## config.mk

```make
export PLATFORM = sky130hd
export DESIGN_NAME = prog_counter_flat
export DESIGN_NICKNAME = d
export VERILOG_FILES = /design/src/rtl/prog_counter_pkg.sv /design/src/rtl/prog_counter_if.sv /design/src/rtl/prog_counter_prescaler.sv /design/src/rtl/prog_counter.sv /design/src/flat_wrapper.sv
export SDC_FILE = /design/constraint.sdc
export NUM_CORES = 1
export LEC_CHECK = 0
export ABC_AREA = 1
export BUFFER_PORTS_ARGS = -buffer_cell sky130_fd_sc_hd__buf_2
export CORE_UTILIZATION = 56
export DETAILED_ROUTE_END_ITERATION = 8
export PLACE_DENSITY = 0.89
export SYNTH_ARGS = -nofsm -noshare
export SYNTH_HDL_FRONTEND = slang
export SYNTH_SLANG_ARGS = --single-unit
```

## constraint.sdc

```tcl
create_clock -name clk_i -period 2.8 [get_ports clk_i]
set_clock_uncertainty 0.05 [all_clocks]
set_input_delay 0.84 -clock clk_i [delete_from_list [all_inputs] [get_ports clk_i]]
set_output_delay 0.84 -clock clk_i [all_outputs]
set_load 0.005 [all_outputs]
```

## src/rtl/prog_counter_pkg.sv

```systemverilog
// counter_pkg: shared types for the programmable counter
package counter_pkg;
  typedef enum logic [1:0] {
    CNT_WRAP    = 2'd0,
    CNT_SAT     = 2'd1,
    CNT_ONESHOT = 2'd2
  } cnt_mode_e;
endpackage

```

## src/rtl/prog_counter_if.sv

```systemverilog
// prog_counter_if: control/status bundle of prog_counter; slave is the counter side
interface prog_counter_if #(
  parameter int WIDTH      = 8,
  parameter int PRESCALE_W = 8
);
  logic                  en_i;
  logic                  clr_i;
  logic                  load_i;
  logic [WIDTH-1:0]      load_val_i;
  logic                  dir_i;
  logic [1:0]            mode_i;
  logic [WIDTH-1:0]      limit_i;
  logic [PRESCALE_W-1:0] prescale_i;
  logic [WIDTH-1:0]      count_o;
  logic                  tc_o;
  logic                  done_o;
  modport master (
    output en_i, clr_i, load_i, load_val_i, dir_i, mode_i, limit_i, prescale_i,
    input  count_o, tc_o, done_o
  );
  modport slave (
    input  en_i, clr_i, load_i, load_val_i, dir_i, mode_i, limit_i, prescale_i,
    output count_o, tc_o, done_o
  );
endinterface

```

## src/rtl/prog_counter_prescaler.sv

```systemverilog
// counter_prescaler: emits tick every div+1 enabled cycles; a lowered div ticks at once
module counter_prescaler #(
  parameter int WIDTH = 8
) (
  input  logic             clk_i,
  input  logic             rst_ni,
  input  logic             en,
  input  logic             clr,
  input  logic [WIDTH-1:0] div,
  output logic             tick
);
  logic [WIDTH-1:0] cnt;
  assign tick = en && (cnt >= div);
  always_ff @(posedge clk_i or negedge rst_ni)
    if (!rst_ni) cnt <= '0;
    else if (clr || tick) cnt <= '0;
    else if (en) cnt <= cnt + 1'b1;
endmodule

```

## src/rtl/prog_counter.sv

```systemverilog
// prog_counter: prescaled up/down counter with wrap, saturate and one-shot limits
module prog_counter
  import counter_pkg::*;
#(
  parameter int WIDTH      = 8,
  parameter int PRESCALE_W = 8
) (
  input logic           clk_i,
  input logic           rst_ni,
  prog_counter_if.slave bus
);
  logic [WIDTH-1:0] count, step_val, term;
  logic             tc, done, tick, hold, at_end, step_tc;
  counter_prescaler #(.WIDTH(PRESCALE_W)) u_pre (
    .clk_i (clk_i),
    .rst_ni(rst_ni),
    .en    (bus.en_i && !done),
    .clr   (bus.clr_i || bus.load_i),
    .div   (bus.prescale_i),
    .tick  (tick)
  );
  // Wrapping onto the terminal (limit 0) counts as an arrival; holding on it does not.
  always_comb begin
    hold     = (bus.mode_i == CNT_SAT) || (bus.mode_i == CNT_ONESHOT);
    term     = bus.dir_i ? bus.limit_i : '0;
    at_end   = bus.dir_i ? (count >= bus.limit_i) : (count == '0);
    step_val = at_end ? (hold ? count : (bus.dir_i ? '0 : bus.limit_i))
                      : (bus.dir_i ? count + 1'b1 : count - 1'b1);
    step_tc  = at_end ? (!hold && bus.limit_i == '0) : (step_val == term);
  end
  always_ff @(posedge clk_i or negedge rst_ni)
    if (!rst_ni) begin
      count <= '0;
      tc    <= 1'b0;
      done  <= 1'b0;
    end else if (bus.clr_i || bus.load_i) begin
      count <= bus.clr_i ? '0 : bus.load_val_i;
      tc    <= 1'b0;
      done  <= 1'b0;
    end else begin
      tc <= tick && step_tc;
      if (tick) count <= step_val;
      if (tick && step_tc && bus.mode_i == CNT_ONESHOT) done <= 1'b1;
    end
  assign bus.count_o = count;
  assign bus.tc_o    = tc;
  assign bus.done_o  = done;
endmodule

```

## src/flat_wrapper.sv

```systemverilog
// flat-port wrapper written by rule: the top's interface ports become plain ports
module prog_counter_flat import counter_pkg::*;
#(
  parameter int WIDTH      = 8,
  parameter int PRESCALE_W = 8
)
  (clk_i, rst_ni, bus_en_i, bus_clr_i, bus_load_i, bus_load_val_i, bus_dir_i, bus_mode_i, bus_limit_i, bus_prescale_i, bus_count_o, bus_tc_o, bus_done_o);
  prog_counter_if #(.WIDTH(WIDTH), .PRESCALE_W(PRESCALE_W)) bus_i ();
  input logic clk_i;
  input logic rst_ni;
  input wire logic [$bits(bus_i.en_i)-1:0] bus_en_i;
  input wire logic [$bits(bus_i.clr_i)-1:0] bus_clr_i;
  input wire logic [$bits(bus_i.load_i)-1:0] bus_load_i;
  input wire logic [$bits(bus_i.load_val_i)-1:0] bus_load_val_i;
  input wire logic [$bits(bus_i.dir_i)-1:0] bus_dir_i;
  input wire logic [$bits(bus_i.mode_i)-1:0] bus_mode_i;
  input wire logic [$bits(bus_i.limit_i)-1:0] bus_limit_i;
  input wire logic [$bits(bus_i.prescale_i)-1:0] bus_prescale_i;
  output wire logic [$bits(bus_i.count_o)-1:0] bus_count_o;
  output wire logic [$bits(bus_i.tc_o)-1:0] bus_tc_o;
  output wire logic [$bits(bus_i.done_o)-1:0] bus_done_o;
  assign bus_i.en_i = bus_en_i;
  assign bus_i.clr_i = bus_clr_i;
  assign bus_i.load_i = bus_load_i;
  assign bus_i.load_val_i = bus_load_val_i;
  assign bus_i.dir_i = bus_dir_i;
  assign bus_i.mode_i = bus_mode_i;
  assign bus_i.limit_i = bus_limit_i;
  assign bus_i.prescale_i = bus_prescale_i;
  assign bus_count_o = bus_i.count_o;
  assign bus_tc_o = bus_i.tc_o;
  assign bus_done_o = bus_i.done_o;
  prog_counter #(.WIDTH(WIDTH), .PRESCALE_W(PRESCALE_W)) u_core (.clk_i(clk_i), .rst_ni(rst_ni), .bus(bus_i));
endmodule
```

* Word-level counts from Yosys, hierarchy flattened
Index checks and enable logic that the tools add are counted.
** Cells by class
- Add/subtract/negate cells :: 3
- Order comparisons :: 2
- Eq/ne operators :: 3
- Mux-type cells :: 15
- Reduce and logical (&&, ||, !) cells :: 15
** Operators with widths (number)
- 8-bit 2-to-1 mux :: 10
- 8-bit by 1-bit adder with 8-bit output, second input constant :: 2
- 8-bit >= comparator :: 2
- 8-bit logical NOT :: 2
- 8-bit == test :: 1
- 8-bit by 1-bit subtractor with 8-bit output, second input constant :: 1
- 2-bit nonzero test :: 3
- 1-bit logical AND :: 5
- 1-bit 2-to-1 mux :: 5
- 1-bit logical OR :: 3
- 2-bit by 1-bit == test with 1-bit output, second input constant :: 1
- 2-bit == test, second input constant :: 1
- 1-bit logical NOT :: 2
** Word-level totals
- Register bits :: 18
- Input port bits :: 32
- Output and inout bits :: 10
- Logic and storage cells :: 42

* Longest topological paths before layout
Gate-level depths: netlist of the first run.
- Depth in word-level cells :: 10
- Gate-level depth with buffers :: 22
- Gate-level depth less buffers :: 21

* Modules after synthesis
From an unflattened synthesis of the first run, not the netlist that was laid out.
** Unflattened totals
- Cells, all modules :: 348
- Area total of the unflattened synthesis :: 2208.4 sq um
** By module, submodules not included
- prog_counter :: times used 1, cells an instance 261, area each 1567.8 sq um, seq. area each 250.2 sq um
- counter_prescaler :: times used 1, cells an instance 87, area each 640.6 sq um, seq. area each 200.2 sq um

* Least setup slack after synthesis of the first run
No wires, ideal clock.
- Kind :: input to register
- Start :: input port bus_dir_i
- End :: register u_core.done, in the netlist u_core.bus.done_o
- Library setup time :: 0.065 ns
- Arrival time :: 2.313 ns
- Data required time :: 2.685 ns
- Path slack :: 0.372 ns
- Stages on the path :: 19
- Path buffers :: 0
- Cells stage by stage :: inv_2 -> ha_1 -> a21oi_1 -> nand2_1 -> nand2_1 -> nand2_1 -> nand2_1 -> nand2_1 -> inv_1 -> nand2_1 -> nand2_1 -> nand2_1 -> nand2_1 -> nand2_1 -> nor2_1 -> nand2_1 -> nand2_1 -> nand3_1 -> nand2_1
** On the way
- Cells in the longest elaborated chain, start to end :: 8
- Elaborated cells on any way between the ends :: 11
- Those cells by class :: eq/ne: 1; mux: 7; reduce/logical: 3
** RTL lines
- from (decl) :: line flat_wrapper.sv:15 : input wire logic [$bits(bus_i.dir_i)-1:0] bus_dir_i;
- 8-bit 2-to-1 mux (3 in a row) :: line prog_counter.sv:27 : step_val = at_end ? (hold ? count : (bus.dir_i ? '0 : bus.limit_i))
- 8-bit == test :: line prog_counter.sv:29 : step_tc = at_end ? (!hold && bus.limit_i == '0) : (step_val == term);
- 1-bit 2-to-1 mux * :: line prog_counter.sv:29
- 1-bit logical AND * (2 in a row) :: line prog_counter.sv:43 : if (tick && step_tc && bus.mode_i == CNT_ONESHOT) done <= 1'b1;
- 2-bit nonzero test (no source line) *
- to (signal assigned) :: line prog_counter.sv:35 : done <= 1'b0;
- to (signal assigned) :: line prog_counter.sv:39 : done <= 1'b0;
- to (signal assigned) :: line prog_counter.sv:43
- to (decl) :: line prog_counter.sv:13 : logic tc, done, tick, hold, at_end, step_tc;
Mark *: on every way between the ends. The rest lies on a longest branch, timed or not.
A chain may end at the register's enable or synchronous reset.

* Worst setup path after layout of the first run
Same ends and word-level chain as after synthesis.

==> impl_metrics.json, run 1 <==
{
  "status": "finished, final reports clean",
  "place_inst": 416,
  "slowest_delay_ps": 330,
  "yosys.area.top_type_share_pct": 21.5,
  "finalHoldViolations": 0,
  "ys_async_sr_fraction_pct": 100,
  "gp_congestion": 0.891,
  "maxCapViolCount": 0,
  "num_rows": 21,
  "startpoint_type": "input port",
  "period_minus_slack_ps": 2570,
  "crit_required_ps": 2950,
  "r2r_end": "u_core.bus.done_o",
  "fp.dieH_um": 63.2,
  "clock_sink_count": 18,
  "antenna_found_initial": 0,
  "r2r_slack_ps": 480,
  "cts_buffers": 3,
  "clk-insertion-delay-late_ps": 260,
  "critPathCaptureType": "flip-flop",
  "leakagePower_uw": 0.00144,
  "r2r_cells": 21,
  "num_antenna_cells": 0,
  "grt.overflow.total": 0,
  "fmax_mhz": 389,
  "setup_viol": 0,
  "power.total_uw": 968,
  "vias": 2266,
  "yosysSeqAreaShare_pct": 21.5,
  "cp_cell_sequence": "buf_2 > inv_2 > ha_1 > a21oi_1 > nand2_1 > nand2_1 > nand2_1 > nand2_1 > nand2_1 > inv_1 > nand2_1 > nand2_1 > nand2_1 > nand2_1 > nand2_1 > nor2_1 > nand2_1 > nand2_1 > nand3_1 > nand2_1",
  "r2r-start": "u_core.bus.count_o[0]",
  "mappedNetlistArea_mm2": 0.00210,
  "synth_nets": 388,
  "cts_hold_buf": 0,
  "syn_to_final_growth_pct": 14.3,
  "slew_headroom_pct": 66.9,
  "clkTransAtPathRegs_ps": 60,
  "rsz0062_at_grt": "false",
  "stdcell_count": 419,
  "h-tree-depth": 1,
  "initial_core_util_pct": 60.5,
  "grt_pass1_wl_um": 8870,
  "worst_slew_pin_slew_ps": 496,
  "synth_seq_cells": 18,
  "dp_hpwl_um": 4310,
  "die_x_um": 63.2,
  "synth.avg_cell_area_um2": 6.34,
  "vias_per_cell": 5.41,
  "io_pins": 42,
  "p_per_area_mw_per_mm2": 404,
  "wl_per_cell_um": 12.4,
  "hp-class": "input port to async pin",
  "synth_common_cells": "nand2_1, inv_1, nand3_1",
  "tns_ps": 0,
  "critPathMaxFanout": 11,
  "n_fill_cell": 329,
  "crit_buf_inv": 3,
  "grtUsageTotal_pct": 28.0,
  "slew_violations": 0,
  "path_common_cell": "nand2_1",
  "postRouteAntennaNets": 0,
  "yosysUniqueCellTypes": 32,
  "fin_nets": 432,
  "crit_family": "simple AND/OR/NAND/NOR gates",
  "worstPathArrival_ps": 2720,
  "drt_wl_total_um": 5190,
  "critical_path_class": "input port to flip-flop",
  "cts_tree": "done",
  "core_area_mm2": 0.00347,
  "cts.path.max_buffers": 2,
  "peakVddDrop_uv": 356,
  "synth_flop_cell": "dfrtp_1",
  "grt_pass1_vias": 2050,
  "yosysMostFrequentCell": "nand2_1",
  "syn_inst": 331,
  "synth_enable_flop_cells": 0,
  "drc": 0,
  "synth_area_leaders": "dfrtp_1, nand2_1, ha_1",
  "drive_gt1_share_pct": 15.8,
  "cts_setup_buffers": 0,
  "port_buffers": 41,
  "synth_top_cell_by_area": "dfrtp_1",
  "worst_path_max_delay_cell": "ha_1",
  "drt-initial-drc-count": 156,
  "grt_max_degree": 19,
  "cts-root-buf": "clkbuf_8",
  "min_period_over_period_pct": 91.9,
  "ys_warn_count": 0,
  "dieArea_mm2": 0.00400,
  "ctsResizeCount": 0,
  "first_pass_iters": 7
}
[per-layer routing]
layer  wire length (µm)  vias to the layer above  GRT usage [%]  share of wire (%)
met3                478                        4           5.07                9.2
met5                  0                        -              0                  0
met4                 31                        0           3.98               0.60
li1                   -                     1160              -                  -
met2               2340                      102           45.2                 45
met1               2340                     1000           39.6                 45
[sequential cells by signal, summed over array words and instances (netlist names)]
name,count
u_core.bus.done_o,1
u_core.u_pre.cnt,8
u_core.bus.tc_o,1
u_core.bus.count_o,8
[kinds of logic (layout without fill, tap and decap cells)]
group           count (synthesis)  in the layout  share of synthesized area (%)
fa+ha+maj                      25             25                           15.3
xor+xnor                        7              7                           2.92
compound gates                 41             41                           11.3
buf+inv                        70            112                           13.4
flops                          18             18                           21.5
simple gates                  170            170                           35.6
[worst max-delay path by stage]
stage          startpoint                end  slack [ps]  cells past startpoint
2_1_floorplan   bus_dir_i  u_core.bus.done_o         370                     19
5_1_grt         bus_dir_i  u_core.bus.done_o           2                     20
4_1_cts         bus_dir_i  u_core.bus.done_o         250                     20
3_3_place_gp    bus_dir_i  u_core.bus.done_o          20                     20
3_5_place_dp    bus_dir_i  u_core.bus.done_o          -6                     20
6_report        bus_dir_i  u_core.bus.done_o         230                     20
[area by class of cell]
type	instances	area, µm²	area share (%)
multi-input cells	243	1370	57.0
well taps	46	57.6	2.40
repair buffers	47	250	10.4
clock buffers	3	41.3	1.72
inverters	62	233	9.70
flip-flops and latches	18	450	18.8
[power by group]
group / switching [µW] / internal [µW]
Combinational: 292 / 186
Sequential: 32.1 / 277
Clock: 85.4 / 95.8
[cell usage in the layout, fill, tap and decap left out, drive strengths merged]
cell / n
and3: 1
xor2: 5
ha: 24
o21a: 1
fa: 1
nor4: 2
or2: 1
a31oi: 8
a21boi: 1
a21oi: 14
o21ai: 9
o211ai: 1
nor2: 25
xnor2: 2
inv: 62
dfrtp: 18
nand3: 29
clkbuf: 3
nor3: 3
buf: 47
o22ai: 6
nand2: 94
nand4: 6
nand3b: 9
o2111ai: 1
[stage by stage]
stage | utilization [%] | area (µm²) | setup WS (ps) | hold WS (ps)
finish | 69.2 | 2400 | 226 | 453
CTS | 69.2 | 2400 | 254 | 461
global route | 69.2 | 2400 | 2.49 | 479
detailed placement | 68.0 | 2360 | -5.76 | 477
global placement | 68.0 | 2360 | 16.5 | 458
floorplan | - | 2100 | 372 | 445
(Power assumes the default switching activity.)
==> run 2, diff against run 1 <==
--- a/config.mk
+++ b/config.mk
@@ -7,7 +7,9 @@
 export LEC_CHECK = 0
 export ABC_AREA = 1
 export BUFFER_PORTS_ARGS = -buffer_cell sky130_fd_sc_hd__buf_2
-export CORE_UTILIZATION = 56
+export CELL_PAD_IN_SITES_DETAIL_PLACEMENT = 1
+export CELL_PAD_IN_SITES_GLOBAL_PLACEMENT = 1
+export CORE_UTILIZATION = 39
 export DETAILED_ROUTE_END_ITERATION = 8
 export PLACE_DENSITY = 0.89
 export SYNTH_ARGS = -nofsm -noshare
==> run 2 against run 1 <==
  * Register-to-register slack lost 190 ps
  * Clock power is essentially flat
  * Die area grew 42%
  * Via count grew 3.4%
  * Worst setup slack lost 54 ps
==> impl_metrics.json, run 2 (synthesis results as in run 1) <==
{
  "layout_setup_ws_ps": 172,
  "initial_core_util_pct": 40.8,
  "stdcell_count": 451,
  "fp.dieH_um": 75.4,
  "num_rows": 26,
  "drive_gt1_share_pct": 18.1,
  "cts.path.max_buffers": 2,
  "worst_slew_pin_slew_ps": 509,
  "final_common_cell": "nand2_1",
  "tns_ps": 0,
  "syn_to_final_growth_pct": 19.5,
  "drc": 0,
  "io_pins": 42,
  "peakVddDrop_uv": 244,
  "worstPathArrival_ps": 2780,
  "first_pass_iters": 4,
  "power.total_uw": 1030,
  "h-tree-depth": 1,
  "fmax_mhz": 381,
  "postRouteAntennaNets": 0,
  "core_area_mm2": 0.00514,
  "vias_per_cell": 5.20,
  "grt_max_degree": 19,
  "vias": 2343,
  "critical_path_class": "input port to flip-flop",
  "port_buffers": 41,
  "r2r_slack_ps": 290,
  "wl_per_cell_um": 14.3,
  "maxCapViolCount": 0,
  "status": "finished, final reports clean",
  "clk-insertion-delay-late_ps": 260,
  "crit_required_ps": 2950,
  "num_antenna_cells": 0,
  "grt_pass1_vias": 2220,
  "drt_wl_total_um": 6440,
  "clock_sink_count": 18,
  "cts_tree": "done",
  "dieArea_mm2": 0.00568,
  "period_minus_slack_ps": 2630,
  "dp_hpwl_um": 5250,
  "die_x_um": 75.4,
  "setup_viol": 0,
  "finalHoldViolations": 0,
  "hold_slack_ps": 459,
  "slew_headroom_pct": 66.1,
  "clkTransAtPathRegs_ps": 70,
  "fin_nets": 440,
  "place_inst": 447,
  "antenna_found_initial": 0,
  "slew_violations": 0,
  "p_per_area_mw_per_mm2": 412,
  "grt.overflow.total": 0,
  "min_period_over_period_pct": 93.8,
  "leakagePower_uw": 0.00148,
  "final_cell_mix": "nand2_1, inv_1, buf_2",
  "drt-initial-drc-count": 142,
  "grtUsageTotal_pct": 24.4,
  "critPathMaxFanout": 9,
  "startpoint_type": "input port",
  "gp_congestion": 0.870,
  "cts-root-buf": "clkbuf_8",
  "dp_slack_ps": -85.1,
  "cts_buffers": 3,
  "grt_pass1_wl_um": 10300,
  "hp-class": "input port to async pin",
  "critPathCaptureType": "flip-flop"
}
## run 2: through the flow
step / cell area (µm²) / util (%)
floorplan: 2100 / -
detailed placement: 2440 / 47.5
finish: 2510 / 48.8
global placement: 2440 / 47.5
global route: 2510 / 48.8
CTS: 2480 / 48.3
## run 2: layer usage
layer	vias to the layer above	track usage (%)	routed length, µm	part of all wire, %
met1	1112	34.3	3020	47
met3	6	3.57	258	4.0
met4	0	5.14	41	0.64
met5	-	0	0	0
li1	1173	-	-	-
met2	52	40.1	3120	48
## run 2: layout make-up
type	instances	area, µm²
Clock buffer	3	41.3
Fill cell	739	2630
Inverter	62	235
Multi-Input combinational cell	243	1380
Sequential cell	18	450
Tap cell	70	87.6
Timing Repair Buffer	55	310
## run 2: critical path, cell delays in order
cell and delay (ps):
buf_2 120, inv_4 70, ha_1 380, a21oi_1 120, or2_1 250, nand3_1 80, nand2_1 50, nand2_1 110
inv_1 50, nand2_1 90, nand3_1 80, nand2_1 60, nand2_1 40, nor2_1 120, nand2_1 90, nand2_1 80
nand3_1 70, nand2_1 70
## run 2: timing repair
action,4_1_cts,5_1_grt
setup buffers,0,1
endpoints found under the setup margin,0,1
hold endpoints to repair,0,0
gates resized for setup,0,4
hold buffers,0,0
## run 2: report_power, final
group	leakage (µW)	total, µW	internal (µW)	switching [µW]
sequential	0.000241	312	277	34.3
clock	0.0000216	180	95.6	84.5
combinational	0.00121	542	221	321
## run 2: path summary, 6_finish.rpt
check | from | endpoint | cells past startpoint
setup / recovery | bus_dir_i | u_core.bus.done_o | 18
hold / removal | rst_ni | u_core.u_pre.cnt[0] | 1
setup reg to reg | u_core.bus.count_o[0] | u_core.bus.done_o | 21
hold reg to reg | u_core.bus.done_o | u_core.bus.done_o | 2
max in group asynchronous | rst_ni | u_core.bus.count_o[4] | 1
min in group clk_i | u_core.bus.done_o | u_core.bus.done_o | 2
==> run 3, diff against run 2 <==
--- a/config.mk
+++ b/config.mk
@@ -11,6 +11,7 @@
 export CELL_PAD_IN_SITES_GLOBAL_PLACEMENT = 1
 export CORE_UTILIZATION = 39
 export DETAILED_ROUTE_END_ITERATION = 8
+export MAX_ROUTING_LAYER = met4
 export PLACE_DENSITY = 0.89
 export SYNTH_ARGS = -nofsm -noshare
 export SYNTH_HDL_FRONTEND = slang
==> run 3 against run 2 <==
  * Wire length up 0.23%
  * Register-to-register slack hardly changed
  * First-iteration DRC count rose by 6.3%
  * Final cell count unchanged
  * Sequential share of layout area stayed put
  * Combinational power barely moved
  * Count of clock-buffer cells in the layout unchanged
  * Die area unchanged
  * Global-route usage up 0.70 points
  * Highest routed layer unchanged
==> impl_metrics.json, run 3 (synthesis results as in run 1) <==
{
  "period_minus_slack_ps": 2620,
  "startpoint_type": "input port",
  "dp_hpwl_um": 5250,
  "min_period_over_period_pct": 93.6,
  "num_antenna_cells": 0,
  "power.total_uw": 1030,
  "crit_required_ps": 2950,
  "grt_pass1_vias": 2226,
  "dieArea_mm2": 0.00568,
  "status": "finished, final reports clean",
  "fin_nets": 440,
  "cts-root-buf": "clkbuf_8",
  "grt_max_degree": 19,
  "syn_to_final_growth_pct": 19.5,
  "die_x_um": 75.4,
  "routed.top_layer": "met4",
  "worstPathArrival_ps": 2770,
  "cts_buffers": 3,
  "vias": 2344,
  "port_buffers": 41,
  "drc": 0,
  "fmax_mhz": 381,
  "critPathMaxFanout": 9,
  "clock_sink_count": 18,
  "grt.overflow.total": 0,
  "postRouteAntennaNets": 0,
  "wl_per_cell_um": 14.3,
  "core_area_mm2": 0.00514,
  "slew_violations": 0,
  "worst_slew_pin_slew_ps": 510,
  "antenna_found_initial": 0,
  "first_pass_iters": 4,
  "wl_met1_um": 3030,
  "gp_congestion": 0.884,
  "finalHoldViolations": 0,
  "cts_tree": "done",
  "peakVddDrop_uv": 244,
  "wl_met3_um": 276,
  "tns_ps": 0,
  "clk-insertion-delay-late_ps": 260,
  "setup_viol": 0,
  "fp.dieH_um": 75.4,
  "met2_length_um": 3100,
  "clkTransAtPathRegs_ps": 70,
  "hold_slack_ps": 454,
  "drive_gt1_share_pct": 18.1,
  "grt_pass1_wl_um": 10300,
  "drt-initial-drc-count": 151,
  "h-tree-depth": 1,
  "drt_wl_total_um": 6460,
  "io_pins": 42,
  "maxCapViolCount": 0,
  "leakagePower_uw": 0.00148,
  "slew_headroom_pct": 66.0,
  "final_cell_mix": "nand2_1, inv_1, buf_2",
  "hp-class": "input port to async pin",
  "cts.path.max_buffers": 2,
  "vias_per_cell": 5.20,
  "final_common_cell": "nand2_1",
  "critPathCaptureType": "flip-flop",
  "num_rows": 26,
  "critical_path_class": "input port to flip-flop",
  "initial_core_util_pct": 40.8,
  "grtUsageTotal_pct": 25.1,
  "p_per_area_mw_per_mm2": 413,
  "placed_area_mm2": 0.00244,
  "stdcell_area_mm2": 0.00251
}
## run 3: cell counts in the layout (fill, tap and decap cells not counted)
No cell type changed its count.
## run 3: layout make-up
type | count | area, µm²
Clock buffer | 3 | 41.3
Inverter | 62 | 235
Fill cell | 739 | 2630
Sequential cell | 18 | 450
Tap cell | 70 | 87.6
Timing Repair Buffer | 55 | 310
Multi-Input combinational cell | 243 | 1380
## run 3: critical path: stages
cell and delay [ps]:
buf_2 120, inv_4 70, ha_1 380, a21oi_1 120, or2_1 250, nand3_1 80
nand2_1 50, nand2_1 110, inv_1 50, nand2_1 90, nand3_1 80, nand2_1 60
nand2_1 40, nor2_1 110, nand2_1 90, nand2_1 80, nand3_1 70, nand2_1 70
## run 3: path summary, 6_finish.rpt
check | slack, ps | depth (start not counted) | from | to
min in group clk_i | 490 | 2 | u_core.bus.done_o | u_core.bus.done_o
hold / removal | 450 | 1 | rst_ni | u_core.u_pre.cnt[0]
setup reg to reg | 300 | 21 | u_core.bus.count_o[0] | u_core.bus.done_o
setup / recovery | 180 | 18 | bus_dir_i | u_core.bus.done_o
hold reg to reg | 490 | 2 | u_core.bus.done_o | u_core.bus.done_o
max in group asynchronous | 1940 | 1 | rst_ni | u_core.bus.count_o[4]
## run 3: layer usage
metal	global-route usage [%]	vias to the layer above
met1	33.9	1109
met4	5.14	0
met5	-	-
met3	3.57	6
li1	-	1172
met2	40.3	57
## run 3: report_power, final
group	internal, µW	switching, µW
registers	277	34.8
logic	221	321
clock network	95.6	84.9
## run 3: repair_timing
action / 4_1_cts / 5_1_grt
hold buffers: 0 / 0
setup buffers: 0 / 1
resized for setup: 0 / 4
setup endpoints to repair: 0 / 1
## run 3: through the flow
step	worst slack (ps)	std cells	utilization (%)
2_1_floorplan	372	331	-
3_3_place_gp	-18.5	447	47.5
3_5_place_dp	-85.1	447	47.5
4_1_cts	120	450	48.3
5_1_grt	-4.94	451	48.8
6_report	178	451	48.8
